==> src/rtl/pmu_xbar_counter_bank.sv <==
// PMU event-counter core: registered event crossbar feeding per-counter level/edge
// counters with preload, sticky overflow flags and an aggregated overflow interrupt.
module pmu_xbar_counter_bank #(
  parameter int unsigned  REG_WIDTH  = 32,
  parameter int unsigned  N_COUNTERS = 24,
  parameter int unsigned  N_SOC_EV   = 32,
  localparam int unsigned SEL_W      = $clog2(N_SOC_EV),
  localparam int unsigned IDX_W      = $clog2(N_COUNTERS)
) (
  input  logic                            clk_i,
  input  logic                            rst_i,
  input  logic                            en_i,
  input  logic                            softrst_i,
  input  logic [N_SOC_EV-1:0]             events_i,
  input  logic [N_COUNTERS*SEL_W-1:0]     sel_i,
  input  logic [N_COUNTERS-1:0]           edge_mode_i,
  input  logic                            wr_en_i,
  input  logic [IDX_W-1:0]                wr_idx_i,
  input  logic [REG_WIDTH-1:0]            wr_data_i,
  input  logic [N_COUNTERS-1:0]           ovf_clr_i,
  output logic [N_COUNTERS*REG_WIDTH-1:0] counters_o,
  output logic [N_COUNTERS-1:0]           ovf_o,
  output logic                            intr_overflow_o
);

  logic [N_SOC_EV-1:0] ev_q;

  always_ff @(posedge clk_i or posedge rst_i) begin
    if (rst_i) begin
      ev_q <= '0;
    end else begin
      ev_q <= events_i;
    end
  end

  for (genvar k = 0; k < N_COUNTERS; k++) begin : g_cnt
    logic [SEL_W-1:0]     sel;
    logic                 cbo_d, cbo_q, prev_q, inc, wr_hit;
    logic                 ovf_d, ovf_q;
    logic [REG_WIDTH-1:0] cnt_d, cnt_q;

    assign sel    = sel_i[k*SEL_W +: SEL_W];
    // Selects beyond the implemented event lines route a constant zero.
    assign cbo_d  = (32'(sel) < N_SOC_EV) ? ev_q[sel] : 1'b0;
    assign inc    = edge_mode_i[k] ? (cbo_q & ~prev_q) : cbo_q;
    assign wr_hit = wr_en_i && (wr_idx_i == IDX_W'(k));

    always_comb begin
      cnt_d = cnt_q;
      ovf_d = ovf_q;
      if (softrst_i) begin
        cnt_d = '0;
        ovf_d = 1'b0;
      end else begin
        if (ovf_clr_i[k]) begin
          ovf_d = 1'b0;
        end
        // Preload drops the same-cycle increment; a wrap overrides a clear.
        if (wr_hit) begin
          cnt_d = wr_data_i;
        end else if (en_i && inc) begin
          cnt_d = cnt_q + REG_WIDTH'(1);
          if (&cnt_q) begin
            ovf_d = 1'b1;
          end
        end
      end
    end

    always_ff @(posedge clk_i or posedge rst_i) begin
      if (rst_i) begin
        cbo_q  <= 1'b0;
        prev_q <= 1'b0;
        cnt_q  <= '0;
        ovf_q  <= 1'b0;
      end else begin
        cbo_q  <= cbo_d;
        prev_q <= cbo_q;
        cnt_q  <= cnt_d;
        ovf_q  <= ovf_d;
      end
    end

    assign counters_o[k*REG_WIDTH +: REG_WIDTH] = cnt_q;
    assign ovf_o[k]                             = ovf_q;
  end

  assign intr_overflow_o = |ovf_o;

endmodule

==> config.mk <==
export PLATFORM = sky130hd
export DESIGN_NAME = pmu_xbar_counter_bank
export DESIGN_NICKNAME = d
export VERILOG_FILES = /design/src/rtl/pmu_xbar_counter_bank.sv
export SDC_FILE = /design/constraint.sdc
export NUM_CORES = 2
export LEC_CHECK = 0
export CELL_PAD_IN_SITES_DETAIL_PLACEMENT = 2
export CELL_PAD_IN_SITES_GLOBAL_PLACEMENT = 2
export CORE_AREA = 2 2 399 401
export DETAILED_ROUTE_END_ITERATION = 10
export DIE_AREA = 0 0 401 403
export DONT_BUFFER_PORTS = 1
export PLACE_DENSITY_LB_ADDON = 0.1
export SLEW_MARGIN = 25
export SYNTH_ARGS = -nofsm -noshare
export SYNTH_HDL_FRONTEND = slang
export SYNTH_SLANG_ARGS = --single-unit
==> constraint.sdc <==
create_clock -name clk_i -period 50.3 [get_ports clk_i]
set_input_delay 0 -clock clk_i [delete_from_list [all_inputs] [get_ports clk_i]]
set_output_delay 0 -clock clk_i [all_outputs]
set_load 0.02 [all_outputs]
==> results.py <==
metrics = {
    "yosys": {
        "synth_warnings": 0,
        "postSynthCellCount": 5878,
        "async_flop_share_pct": 100,
        "synth_cell_types": 63,
        "ys_ff_latch": 872,
        "syn_avg_cell_area_um2": 9.44,
        "synth.net_count": 6144,
        "synth_edf_count": 0,
        "syn-cell-area_mm2": 0.0555,
        "yosysSeqAreaShare_pct": 39.3,
        "synthFlopType": "dfrtp_1",
    },
    "pwr": {
        "power_mw": 1.88,
        "p_int_mw": 1.33,
        "swShare_pct": 29.0,
        "p_leak_nw": 23.2,
        "power_density_mw_per_mm2": 29.2,
        "p_switching_uw": 545,
        "peakVddDrop_mv": 0.0288,
        "seqPwrFrac_pct": 41.8,
        "p_clk_share_pct": 47.8,
        "p_comb_share_pct": 10.5,
    },
    "grt": {
        "grt.total_usage_pct": 36.4,
        "grt-ovfl-total": 0,
        "grt_max_degree": 793,
        "antenna_found_initial": 42,
        "grt_pass1_wl_mm": 430,
        "grt_pass1_vias": 55300,
    },
    "die": {
        "fp.coreArea_mm2": 0.157,
        "die_w_um": 401,
        "dieArea_mm2": 0.162,
        "start_util_pct": 35.3,
        "ios": 1035,
        "rows": 146,
        "die_h_um": 403,
    },
    "sta": {
        "fmax_mhz": 275,
        "fin_tns_setup_ns": 0,
        "finalCriticalPeriod_ns": 3.63,
        "hold_viol": 0,
        "fin_skew_ns": 0.0349,
        "timing.hold.ws_ns": 0.0387,
        "final_max_slew_viol_count": 0,
        "setup_violations": 0,
        "period_share_pct": 7.22,
        "worst_slack_ns": 46.67,
        "grt_setup_unrepaired": "no",
        "worst_slew_pin_slew_ns": 1.22,
        "slew_headroom_pct": 18.5,
    },
    "routing": {
        "drc": 0,
        "viasPerCell": 6.61,
        "drt_iter0_drc": 4359,
        "vias": 52800,
        "ant_nets": 0,
        "wl_per_cell_um": 37.8,
        "dr.pass1.iters": 6,
        "wl_mm": 302,
    },
    "placement": {
        "post-place-ws_ns": 46.30,
        "numPortBuffers": 0,
        "dp.cells": 7429,
        "gp_congestion": 0.855,
        "dpl_cell_area_mm2": 0.0564,
        "dpl.hpwl_mm": 184,
    },
    "finish": {
        "mostFrequentLayoutCell": "dfrtp_1",
        "mostFrequentLayoutCells": "847 x dfrtp_1, 835 x nor2_1, 639 x a211oi_1",
        "syn_to_final_growth_pct": 15.9,
        "nets": 6040,
        "layout-drive-gt1-share_pct": 11.1,
        "final_core_util_pct": 40.9,
        "finish.instance_area_mm2": 0.0643,
        "finalNonFillerCells": 7979,
    },
    "clock_tree": {
        "cts_resized": 0,
        "ctsRootBufferMaster": "clkbuf_16",
        "cts.reportedPaths.clkPinSlew_ns": 0.06,
        "postCtsSetupRepairBufs": 0,
        "clock_latency_ns": 0.76,
        "cts_buffers": 114,
        "cts_tree": "done",
        "htreeDepth": 3,
        "hold_buffers": 293,
        "cts_buffer_depth": 3,
        "cts.sinks": 872,
    },
    "worst_setup_path": {
        "arrival_ns": 4.38,
        "cp-end-kind": "asynchronous set/reset pin",
        "worstSetupStartpointType": "primary input",
        "cp_max_fo": 67,
        "required_ns": 51.05,
        "crit_type": "primary input to asynchronous set/reset pin",
    },
    "status": {
        "status": "finished clean",
    },
    "job": {
        "max_cap_viol_count": 0,
    },
    "worst_hold_path": {
        "hold_path.class": "primary input to register",
    },
}
layer usage:
layer | vias up | part of all wire (%) | GRT usage (%)
met1 | 27800 | 37 | 42.0
met3 | 807 | 10 | 13.8
met5 | - | 0.048 | 0
met2 | 2447 | 47 | 58.8
met4 | 18 | 6.2 | 18.9
li1 | 21700 | - | -
state kept, by name, indices dropped and copies added, names as in the netlist:
signal,flops
g_cnt.prev_q,24
g_cnt.ovf_q,24
ev_q,32
g_cnt.cnt_q,768
g_cnt.cbo_q,24
synth_stat cells (all sizes together) (3+ instances only):
library cell / instances / area [um^2]
nand4: 237 / 1500
or4: 40 / 300
nand3: 270 / 1350
a311oi: 110 / 963
and4: 111 / 972
mux2: 27 / 304
or2: 9 / 56.3
nor4bb: 3 / 30.0
nor2b: 5 / 31.3
nor3b: 11 / 82.6
xnor2: 413 / 3620
o21ai: 77 / 385
nor2: 836 / 3140
mux2i: 27 / 270
nand4b: 6 / 52.6
dfrtp: 872 / 21800
nand2: 310 / 1160
or4b: 9 / 93.8
or3: 92 / 576
a211oi: 639 / 4800
a41o: 3 / 30.0
nor4b: 19 / 166
or3b: 4 / 35.0
o31ai: 27 / 203
xor2: 201 / 1760
mux4: 240 / 5410
inv: 112 / 420
buf: 57 / 320
ha: 24 / 300
o22ai: 3 / 18.8
a21oi: 28 / 140
o32ai: 3 / 26.3
and3: 76 / 475
nand2b: 25 / 156
clkbuf: 520 / 1950
and2: 54 / 338
a31o: 4 / 35.0
nor3: 142 / 711
nor4: 210 / 1310
logic make-up (layout without fill, tap and decap cells):
family	Yosys count	after routing	share of synthesized area, %
other cells	0	36	0
simple gates	2473	2473	22.7
mux	294	294	10.8
flops	872	872	39.3
xor+xnor	614	614	9.69
fa+ha+maj	24	24	0.541
buf+inv	689	682	4.85
compound gates	912	912	12.2
final timing paths:
| kind | cells after the start | end | slack [ns] | start |
|---|---|---|---|---|
| worst max-delay path | 7 | g_cnt[20].cnt_q[18]$_DFFE_PP0P_ | 46.67 | rst_i |
| worst min-delay path | 4 | g_cnt[23].cnt_q[1]$_DFFE_PP0P_ | 0.04 | wr_idx_i[0] |
| worst max register to register | 6 | g_cnt[14].ovf_q$_DFF_PP0_ | 46.90 | g_cnt[14].cnt_q[5]$_DFFE_PP0P_ |
| worst min register to register | 0 | g_cnt[12].prev_q$_DFF_PP0_ | 0.37 | g_cnt[12].cbo_q$_DFF_PP0_ |
| max in group clk_i | 8 | g_cnt[17].ovf_q$_DFF_PP0_ | 46.81 | en_i |
| min in group asynchronous | 4 | g_cnt[10].cnt_q[8]$_DFFE_PP0P_ | 0.53 | rst_i |
power groups by stage:
stage	Combinational [mW]	Clock [mW]	Sequential, mW
3_5_place_dp	0.115	0	0.794
5_1_grt	0.206	0.936	0.785
2_1_floorplan	0.111	0	0.766
3_3_place_gp	0.112	0	0.793
4_1_cts	0.192	0.909	0.781
6_report	0.197	0.897	0.784
worst max-delay path, cell delays in order:
cell	delay [ns]
dlygate4sd3_1	0.53
dlygate4sd3_1	0.63
inv_8	0.14
buf_4	0.58
buf_4	0.65
buf_4	0.81
buf_4	0.85
layout make-up:
class	instances	area, um^2
timing repair buffer	357	4200
sequential	872	21900
multi-input combinational	4317	31100
clock inverter	44	631
tap	2072	2590
antenna	36	90.1
clock buffer	169	3420
inverter	112	428
fill	16700	93100
Note: power is estimated with default switching activity, not from simulation.
